[config.mk]
export PLATFORM = sky130hd
export DESIGN_NAME = sar_search_ctrl
export DESIGN_NICKNAME = d
export VERILOG_FILES = /design/src/rtl/sar_pkg.sv /design/src/rtl/sar_search_ctrl.sv
export SDC_FILE = /design/constraint.sdc
export NUM_CORES = 1
export LEC_CHECK = 0
export ABC_CLOCK_PERIOD_IN_PS = 2000
export CAP_MARGIN = 40
export CORE_MARGIN = 2
export CORE_UTILIZATION = 46
export CTS_CLUSTER_DIAMETER = 120
export DETAILED_ROUTE_END_ITERATION = 12
export PLACE_DENSITY = 0.72
export RECOVER_POWER = 50
export SETUP_SLACK_MARGIN = 0.02
export SYNTH_ARGS = -nofsm -noshare
export SYNTH_HDL_FRONTEND = slang
export SYNTH_SLANG_ARGS = --single-unit
[constraint.sdc]
create_clock -name clk -period 2 [get_ports clk]
set_input_delay 0.4 -clock clk [delete_from_list [all_inputs] [get_ports clk]]
set_output_delay 0.4 -clock clk [all_outputs]
set_load 0.005 [all_outputs]
[src/rtl/sar_pkg.sv]
// Shared types and helpers for the successive-approximation search controller.
package sar_pkg;

   typedef enum logic [1:0] {
      IDLE  = 2'd0,
      TRIAL = 2'd1,
      DONE  = 2'd2
   } sar_state_e;

   localparam int SAR_WIDTH = 4;
   localparam logic [SAR_WIDTH-1:0] SAR_MSB = {1'b1, {(SAR_WIDTH-1){1'b0}}};

   // A comparator response is trustworthy only when exactly one flag is raised.
   function automatic logic flags_onehot(input logic eq, input logic gt, input logic lt);
      return ({eq, gt, lt} == 3'b100) || ({eq, gt, lt} == 3'b010) ||
             ({eq, gt, lt} == 3'b001);
   endfunction

endpackage

[src/rtl/sar_search_ctrl.sv]
// Binary-searches the comparator's A operand one bit per cycle, MSB first,
// by driving trial values on B and reading back eq/gt/lt.
module sar_search_ctrl
   import sar_pkg::*;
#(
   parameter int WIDTH = SAR_WIDTH
) (
   input  logic             clk,
   input  logic             rst_n,
   input  logic             start,
   output logic [WIDTH-1:0] guess,
   input  logic             eq_in,
   input  logic             gt_in,
   input  logic             lt_in,
   output logic             busy,
   output logic             done,
   output logic [WIDTH-1:0] result,
   output logic             match,
   output logic             err
);

   localparam int                IW      = $clog2(WIDTH);
   localparam logic [WIDTH-1:0]  MSB     = {1'b1, {(WIDTH-1){1'b0}}};
   localparam logic [WIDTH-1:0]  ONE     = {{(WIDTH-1){1'b0}}, 1'b1};
   localparam logic [IW-1:0]     IDX_TOP = IW'(WIDTH-1);

   sar_state_e       state_q, state_d;
   logic [WIDTH-1:0] guess_q, guess_d;
   logic [WIDTH-1:0] result_q, result_d;
   logic             match_q, match_d;
   logic             err_q, err_d;
   logic [IW-1:0]    idx_q, idx_d;
   logic [WIDTH-1:0] bit_cur, bit_nxt;

   assign bit_cur = ONE << idx_q;
   assign bit_nxt = bit_cur >> 1;

   always_ff @(posedge clk or negedge rst_n) begin
      if (!rst_n) begin
         state_q  <= IDLE;
         guess_q  <= '0;
         result_q <= '0;
         match_q  <= 1'b0;
         err_q    <= 1'b0;
         idx_q    <= IDX_TOP;
      end else begin
         state_q  <= state_d;
         guess_q  <= guess_d;
         result_q <= result_d;
         match_q  <= match_d;
         err_q    <= err_d;
         idx_q    <= idx_d;
      end
   end

   always_comb begin
      state_d  = state_q;
      guess_d  = guess_q;
      result_d = result_q;
      match_d  = match_q;
      err_d    = err_q;
      idx_d    = idx_q;
      case (state_q)
         IDLE: begin
            guess_d = '0;
            if (start) begin
               state_d = TRIAL;
               guess_d = MSB;
               idx_d   = IDX_TOP;
               match_d = 1'b0;
               err_d   = 1'b0;
            end
         end
         TRIAL: begin
            if (!flags_onehot(eq_in, gt_in, lt_in)) begin
               state_d  = DONE;
               result_d = guess_q;
               match_d  = 1'b0;
               err_d    = 1'b1;
            end else if (eq_in) begin
               state_d  = DONE;
               result_d = guess_q;
               match_d  = 1'b1;
            end else if (idx_q != '0) begin
               guess_d = gt_in ? (guess_q | bit_nxt) : ((guess_q & ~bit_cur) | bit_nxt);
               idx_d   = idx_q - 1'b1;
            end else begin
               // Last bit: only "below 1" is consistent, and it means A == 0.
               state_d = DONE;
               if (lt_in && guess_q == ONE) begin
                  result_d = '0;
               end else begin
                  result_d = guess_q;
                  err_d    = 1'b1;
               end
            end
         end
         DONE: begin
            state_d = IDLE;
            guess_d = '0;
         end
         default: begin
            state_d = IDLE;
            guess_d = '0;
         end
      endcase
   end

   assign guess  = guess_q;
   assign result = result_q;
   assign match  = match_q;
   assign err    = err_q;
   assign busy   = (state_q == TRIAL);
   assign done   = (state_q == DONE);

endmodule

Word-level counts from Yosys, hierarchy flattened
Cells that the tools add are included.

Add/sub/neg operators: 1. Eq/ne operators: 16. Shifts and indexed selects: 1. Mux-type cells: 29. Bitwise operators: 4. Reduce and logical (&&, ||, !) cells: 12.

Operator list (number): 4-bit two-way mux (9); 2-bit two-way mux (8); 3-bit inequality test (second input constant) (5); 5-bit AND reduction (2); 4-bit by 3-bit bitwise OR with 4-bit output (2); 2-bit one-hot mux with 2 select lines (2); 4-bit one-hot mux with 2 select lines (1); 1-bit two-way mux (7); 3-bit AND reduction (2); 4-bit bitwise AND (1); 4-bit by 1-bit == test with 1-bit output (second input constant) (1); 2-bit by 1-bit inequality test with 1-bit output (second input constant) (2); 2-bit inequality test (second input constant) (2); 4-bit inequality test (second input constant) (1); 4-bit NOT (1); 1-bit one-hot mux with 2 select lines (2); 2-bit AND reduction (2); 2-bit nonzero test (2); 1-bit by 2-bit left shift with 4-bit output (first input constant) (1); 3-bit by 1-bit == test with 1-bit output (second input constant) (1); 3-bit by 2-bit == test with 1-bit output (second input constant) (1); 3-bit == test (second input constant) (1); 2-bit by 1-bit == test with 1-bit output (second input constant) (1); 2-bit == test (second input constant) (1); other kinds (4) (5).

Bits in registers: 14. Input port bits: 6. Output and inout port bits: 12. Logic and storage cells: 69.

Depth between registers and ports, before layout
Gate-level depths: netlist of run 1.

Depth after elaboration: 9. Gate-level depth with buffers: 6. Mapped depth without buffers: 6.

Least setup slack after synthesis of run 1
OpenSTA, ideal clock, no wires.

Kind: register -> register. Start point: register idx_q[0]. End point: register result_q[1], in the netlist result[1]. Library setup time: 0.125 ns. Arrival: 1.528 ns. Data required time: 1.875 ns. Setup slack: 0.347 ns. Cell stages (with the launch flop): 6. Buffers on the path: 1. Clock period less this slack: 1.653 ns. Cells stage by stage: dfstp_2 -> inv_1 -> ha_1 -> o31a_1 -> buf_6 -> mux2_4.

Longest elaborated chain between the ends: 3.

RTL lines: start: declaration (RTL line sar_search_ctrl.sv:32) `logic [IW-1:0] idx_q, idx_d;`; start signal: assignment (RTL line sar_search_ctrl.sv:52) `idx_q <= idx_d;`; 2-bit nonzero test (RTL line sar_search_ctrl.sv:84) `end else if (idx_q != '0) begin`; 3-bit inequality test (no source line); 2-bit AND reduction (no source line); end signal: assignment (RTL line sar_search_ctrl.sv:49) `result_q <= result_d;`; end: declaration (RTL line sar_search_ctrl.sv:29) `logic [WIDTH-1:0] result_q, result_d;`.

No other way between the ends. A chain may end at the register's enable or synchronous reset.

Worst setup path after layout of run 1
Start point: register state_q[1]. End point: output port busy.

Longest elaborated chain between the ends: 1.

RTL lines: start: declaration (RTL line sar_search_ctrl.sv:27) `sar_state_e state_q, state_d;`; start signal: assignment (RTL line sar_search_ctrl.sv:47) `state_q <= state_d;`; 2-bit by 1-bit == test with 1-bit output (RTL line sar_search_ctrl.sv:113) `assign busy = (state_q == TRIAL);`; end: declaration (RTL line sar_search_ctrl.sv:15) `output logic busy,`.

No other way between the ends.

==> metrics.md, run 1 <==
| Metric | Value |
|---|---|
| DRT Wirelength | `1413 um` |
| IO Port Bufs | `17` |
| Kind of critical path | `flip-flop to output pin` |
| Final hold vios | `0` |
| Layout area overhead | `36.38%` |
| Slew headroom | `58.70%` |
| Row cnt | `14` |
| Synth Warn # | `0` |
| Hold path startpoint | `result[3]$_DFFE_PN0P_` |
| Most common cell after layout, fill and taps aside | `dfrtp_1` |
| Syn_area_per_cell | `10.52 um^2` |
| Critical R2R Launch | `idx_q[0]$_DFFE_PN1P_` |
| Initial antenna violation count | `0` |
| Met1 WL | `692 um` |
| WL met3 | `69 um` |
| Crit Path Max Fanout | `6` |
| Pwr/cell area | `1210 nW/um^2` |
| Most common flop cell mapped by yosys | `dfrtp_1` |
| Mapped Nets | `79` |
| Synth Instances | `69` |
| Max Used Layer | `met4` |
| Internal power | `794.1 uW` |
| Final worst path period need | `1.904 ns` |
| Layout cells sized above 1 | `19.15%` |
| Vias in the first global route | `573` |
| Grt ovf | `0` |
| Maximum VDD drop | `691.0 uV` |
| Filler cells | `127` |
| Crit path required time | `1.60 ns` |
| # Post-CTS Setup Buffers | `0` |
| Register bit total from synthesis | `14` |
| Root Driver | `clkbuf_4` |
| Status | `complete, no violations` |
| Final-stage net count | `105` |
| Drt first pass iters | `4` |
| Met2 routed WL | `638 um` |
| Leading area contributor after synthesis | `dfrtp_1` |
| Tot GR Track Use | `18.28%` |
| Max Cap Viol | `0` |
| Pre-CTS WS | `0.1387 ns` |
| Fin crit share | `95.20%` |
| CP startpoint | `state_q[1]$_DFFE_PN0P_` |
| Count of cell types in the netlist | `25` |
| First-pass GRT wire length | `2566 um` |
| Sink Count | `14` |
| Core area | `1489 um^2` |
| H-tree depth | `1` |
| Peak Freq | `0.5252 GHz` |
| Final Setup Violations | `0` |
| Slew Viols, Final | `0` |
| # DRC | `0` |
| Initial core utilization | `48.74%` |
| TritonCTS clock tree | `yes` |
| DR WL/cell | `12.85 um` |
| Largest net degree at the start of global routing | `15` |
| RSZ-0062 raised after global routing | `false` |
| Chip width | `43.72 um` |
| Commonest non-fill, non-tap cells in the layout | `12 x dfrtp_1, 11 x clkdlybuf4s50_1, 9 x nor2_1` |
| GPL Wtd Cong | `0.7723` |
| PnR worst setup slack | `0.09590 ns` |
| Die H | `43.72 um` |
| Leakage Power | `0.0004548 uW` |
| Async SR Flop Fraction | `100.0%` |
| Synth top area cells | `dfrtp_1 41%, dfstp_2 7.2%, ha_1 6.9%` |
| Psw | `403.2 uW` |
| Detailed Route Iter0 Violations | `9` |
| Seq pwr share | `39.1%` |
| Post-synth top area share | `41.38%` |
| Vias | `585` |
| Combinational share of power | `44.1%` |
| Clock Power Share | `16.8%` |
| Buffer depth of the longest clock path | `2` |
| CTS buffer count | `3` |
| CP Launch Type | `flip-flop` |
| Worst Path Arrival | `1.50 ns` |
| Layout Skew | `0.002422 ns` |
| Hold Crit Class | `flip-flop to flip-flop` |
| Worst slew pin tran | `0.6175 ns` |
| Switching Fraction | `33.68%` |
| Crit end category | `output pin` |
| Post-route ant nets | `0` |
| Clock Latency Late Sink | `0.27 ns` |
| Dpl hpwl | `1113 um` |
| Clock Pin Slew Worst Setup and Hold Paths | `0.09 ns` |
| Setup TNS | `0 ns` |
| Ports | `18` |
| Syn Std Cell Area | `725.7 um^2` |
| Die Area | `1911 um^2` |
| Seq/Total Area, Yosys | `48.62%` |
| Vias per inst | `5.318` |
| # diodes | `0` |
| Post-synth EDFFs | `0` |
## through the flow
step                      area, um^2  utilization (%)  std cells  hold slack [ns]  total power, uW
after floorplan                725.7                -         69           0.1044            758.5
after global placement         945.9            63.53        106           0.4719            987.4
after detailed placement       945.9            63.53        106           0.4874            997.7
after CTS                      989.7            66.47        110           0.5090             1220
after global routing           989.7            66.47        110           0.5388             1294
final                          989.7            66.47        110           0.5088             1197
## kinds of logic (layout without fill, tap and decap cells)
| family | after synthesis | in the layout | synth area share, % |
|---|---|---|---|
| flip-flops | 14 | 14 | 48.62 |
| AO/OA/AOI/OAI | 15 | 15 | 12.93 |
| AND/OR/NAND/NOR | 24 | 24 | 18.28 |
| XOR/XNOR | 2 | 2 | 2.414 |
| adder cells (fa/ha/maj) | 4 | 4 | 6.897 |
| multiplexers | 3 | 3 | 6.206 |
| buffers and inverters | 7 | 32 | 4.655 |
## power groups by stage
stage | Combinational, uW | Sequential, uW | Clock (uW)
4_1_cts | 543 | 472 | 205
2_1_floorplan | 300 | 458 | 0
5_1_grt | 591 | 483 | 220
3_5_place_dp | 526 | 472 | 0
6_report | 529 | 468 | 201
3_3_place_gp | 518 | 469 | 0
## Yosys cell counts (2+ instances only)
library cell  number
ha_1               4
a21oi_1            2
o21ai_0            5
mux2_4             3
nor2_1             9
nand3_1            3
dfstp_2            2
a31oi_1            2
nand2_1            2
a22oi_1            2
dfrtp_1           12
nand4b_1           3
inv_1              5
o21a_1             3
nor2b_1            2
## flip-flops by register name (all words and copies together), names as in the netlist
| signal | flops |
|---|---|
| idx_q | 2 |
| state_q | 2 |
| match | 1 |
| result | 4 |
| guess | 4 |
| err | 1 |
## what timing repair did
action                                  4_1_cts  5_1_grt
gates resized for setup                       3        0
endpoints found under the setup margin        1        0
hold endpoints to repair                      0        0
hold buffers                                  0        0
## layout make-up
class | instances | area (um^2) | area share (%)
Sequential cell | 14 | 352.8 | 35.65
Multi-Input combinational cell | 48 | 346.6 | 35.02
Timing Repair Buffer | 23 | 215.2 | 21.74
Clock buffer | 4 | 36.28 | 3.666
Tap cell | 16 | 20.02 | 2.023
Inverter | 5 | 18.77 | 1.896
## worst max-delay path, stage by stage (launching register included)
cell             delay, ns
dfrtp_1               0.43
nand2b_4              0.19
inv_2                 0.11
clkdlybuf4s50_1       0.50
## worst paths after layout
kind	endpoint	cells past startpoint	slack, ns
setup / recovery	busy	3	0.1
hold / removal	result[3]$_DFFE_PN0P_	1	0.51
setup reg to reg	idx_q[1]$_DFFE_PN1P_	6	0.17
hold reg to reg	result[3]$_DFFE_PN0P_	1	0.51
max in group asynchronous	guess[0]$_DFFE_PN0P_	1	1.03
min in group asynchronous	err$_DFFE_PN0P_	1	0.57
## per-layer routing
layer | GRT usage (%) | up-vias
met5 | 0 | -
met3 | 2.917 | 2
met1 | 24.47 | 276
met2 | 28.53 | 17
li1 | - | 290
met4 | 9.091 | 0
No activity file was read; power rests on OpenSTA's default activity.
==> inputs of run 2 (changes only) <==
--- a/config.mk
+++ b/config.mk
@@ -9,7 +9,9 @@
 export CAP_MARGIN = 40
 export CORE_MARGIN = 2
 export CORE_UTILIZATION = 46
+export CTS_BUF_LIST = sky130_fd_sc_hd__clkbuf_16
 export CTS_CLUSTER_DIAMETER = 120
+export CTS_CLUSTER_SIZE = 8
 export DETAILED_ROUTE_END_ITERATION = 12
 export PLACE_DENSITY = 0.72
 export RECOVER_POWER = 50
==> metrics.md, run 2 (synthesis gave the netlist of run 1 again) <==
| Metric | Value |
|---|---|
| RSZ-0062 raised after global routing | `false (unchanged)` |
| Row cnt | `14 (unchanged)` |
| TritonCTS clock tree | `yes (unchanged)` |
| CP startpoint | `state_q[1]$_DFFE_PN0P_ (unchanged)` |
| Filler cells | `120 (was 127)` |
| H-tree depth | `1 (unchanged)` |
| Post-layout instance area | `1032 um^2 (was 989.7 um^2)` |
| CTS buffer count | `3 (unchanged)` |
| Final Setup Violations | `0 (unchanged)` |
| Initial antenna violation count | `0 (unchanged)` |
| IO Port Bufs | `17 (unchanged)` |
| Chip width | `43.72 um (unchanged)` |
| Worst slew pin tran | `0.6104 ns (was 0.6175 ns)` |
| Crit Path Max Fanout | `6 (unchanged)` |
| DR WL/cell | `12.75 um (was 12.85 um)` |
| Setup TNS | `0 ns (unchanged)` |
| Crit end category | `output pin (unchanged)` |
| Switching Fraction | `30.23% (was 33.68%)` |
| Worst Path Arrival | `1.45 ns (was 1.50 ns)` |
| Detailed Route Iter0 Violations | `10 (was 9)` |
| Sink Count | `14 (unchanged)` |
| Critical R2R Launch | `idx_q[0]$_DFFE_PN1P_ (unchanged)` |
| Combinational share of power | `38.4% (was 44.1%)` |
| Die H | `43.72 um (unchanged)` |
| Vias in the first global route | `565 (was 573)` |
| Psw | `410.9 uW (was 403.2 uW)` |
| Commonest non-fill, non-tap cells in the layout | `12 x dfrtp_1, 10 x clkdlybuf4s50_1, 9 x nor2_1 (was 12 x dfrtp_1, 11 x clkdlybuf4s50_1, 9 x nor2_1)` |
| Crit path capture | `busy (unchanged)` |
| Final worst path period need | `1.850 ns (was 1.904 ns)` |
| Multi-input logic area | `346.6 um^2 (unchanged)` |
| Ports | `18 (unchanged)` |
| Maximum VDD drop | `689.3 uV (was 691.0 uV)` |
| Layout Skew | `0.001219 ns (was 0.002422 ns)` |
| R2R cell count | `6 (unchanged)` |
| Post-route ant nets | `0 (unchanged)` |
| Most common cell after layout, fill and taps aside | `dfrtp_1 (unchanged)` |
| Vias per inst | `5.118 (was 5.318)` |
| Crit path required time | `1.60 ns (about the same)` |
| Worst R2R End | `idx_q[1]$_DFFE_PN1P_ (unchanged)` |
| Fin crit share | `92.52% (was 95.20%)` |
| Leakage Power | `0.0004755 uW (was 0.0004548 uW)` |
| Largest net degree at the start of global routing | `15 (unchanged)` |
| Root Driver | `clkbuf_16 (was clkbuf_4)` |
| Vias | `563 (was 585)` |
| Status | `complete, no violations (unchanged)` |
| Reg2reg setup slack | `0.24 ns (was 0.17 ns)` |
| Initial core utilization | `48.74% (unchanged)` |
| Final hold vios | `0 (unchanged)` |
| Slew Viols, Final | `0 (unchanged)` |
| Kind of critical path | `flip-flop to output pin (unchanged)` |
| Max Cap Viol | `0 (unchanged)` |
| Clock Pin Slew Worst Setup and Hold Paths | `0.04 ns (was 0.09 ns)` |
| Slew headroom | `59.17% (was 58.70%)` |
| DRT Wirelength | `1403 um (was 1413 um)` |
| CP Launch Type | `flip-flop (unchanged)` |
| Clock Latency Late Sink | `0.24 ns (was 0.27 ns)` |
| Hold Crit Class | `flip-flop to flip-flop (unchanged)` |
| Final-stage net count | `105 (unchanged)` |
| Storage element area | `352.8 um^2 (unchanged)` |
| Dpl hpwl | `1113 um (unchanged)` |
| Clock Power Share | `26.8% (was 16.8%)` |
| First-pass GRT wire length | `2539 um (was 2566 um)` |
| Tot GR Track Use | `18.02% (was 18.28%)` |
| Buffer depth of the longest clock path | `2 (unchanged)` |
| Grt ovf | `0 (unchanged)` |
| GPL Wtd Cong | `0.7723 (unchanged)` |
| # DRC | `0 (unchanged)` |
| Seq pwr share | `34.8% (was 39.1%)` |
| Layout area overhead | `42.24% (was 36.38%)` |
| Peak Freq | `0.5404 GHz (was 0.5252 GHz)` |
| Drt first pass iters | `4 (unchanged)` |
| Layout cells sized above 1 | `19.15% (unchanged)` |
| Die Area | `1911 um^2 (unchanged)` |
| DP Area | `945.9 um^2 (unchanged)` |
| Core area | `1489 um^2 (unchanged)` |
| Pwr/cell area | `1317 nW/um^2 (was 1210 nW/um^2)` |
| Internal power | `948.3 uW (was 794.1 uW)` |
| # diodes | `0 (unchanged)` |
==> run 2: changes by cell type in the layout (fill, tap and decap cells not counted) <==
cell	delta
clkbuf_16	+3
clkbuf_4	-3
clkbuf_8	-1
clkdlybuf4s50_1	-1
clkinv_1	+1
dfstp_1	-1
dfstp_2	+1
dlygate4sd3_1	+1
==> run 2: area by class of cell <==
| class | count | share of cell area (%) |
|---|---|---|
| sequential | 14 | 34.18 |
| multi-input combinational | 48 | 33.58 |
| timing repair buffer | 23 | 20.85 |
| clock buffer | 3 | 7.273 |
| tap | 16 | 1.939 |
| inverter | 5 | 1.818 |
| clock inverter | 1 | 0.3636 |
==> run 2: worst max-delay path, stage by stage, from the launching register on <==
cell,delay [ns]
dfrtp_1,0.41
nand2b_4,0.19
inv_2,0.11
clkdlybuf4s50_1,0.50
==> run 2: what timing repair did <==
item,in CTS,in global routing
endpoints found under the setup margin,1,1
gates resized for setup,2,1
endpoints found under the hold margin,0,0
setup buffers,0,0
hold buffers,0,0
cloned,0,0
==> run 2: power by group through the flow <==
| stage | Sequential (uW) | Clock (uW) | Combinational (uW) |
|---|---|---|---|
| CTS | 470 | 373 | 534 |
| finish | 472 | 364 | 523 |
| floorplan | 458 | 0 | 300 |
| detailed placement | 472 | 0 | 526 |
| global placement | 469 | 0 | 518 |
| global route | 487 | 392 | 587 |
==> run 2: how the worst min path moves through the flow <==
stage	startpoint	endpoint	slack, ns	cells after the start
after global placement	state_q[1]$_DFFE_PN0P_	guess[3]$_DFFE_PN0P_	0.47	1
after global routing	state_q[1]$_DFFE_PN0P_	guess[3]$_DFFE_PN0P_	0.53	1
after detailed placement	state_q[1]$_DFFE_PN0P_	guess[3]$_DFFE_PN0P_	0.49	1
after CTS	state_q[1]$_DFFE_PN0P_	guess[3]$_DFFE_PN0P_	0.49	1
final	result[3]$_DFFE_PN0P_	result[3]$_DFFE_PN0P_	0.50	1
after floorplan	rst_n	err$_DFFE_PN0P_	0.10	0
==> run 2: routing by layer <==
layer | share of wire (%) | wire length, um | GRT usage, %
met5 | 0 | 0 | 0
met4 | 0.57 | 8 | 5.455
met3 | 4.2 | 59 | 4.167
met2 | 46 | 642 | 28.24
met1 | 49 | 693 | 24.74
==> run 2: stage by stage <==
stage,cells,power (uW),setup slack [ns],utilization [%],hold slack [ns]
2_1_floorplan,69,758.5,0.3473,-,0.1044
4_1_cts,110,1377,0.06574,68.99,0.4943
3_3_place_gp,106,987.4,0.1725,63.53,0.4719
3_5_place_dp,106,997.7,0.1387,63.53,0.4874
6_report,110,1359,0.1496,69.33,0.4993
5_1_grt,110,1466,0.09894,69.33,0.5274
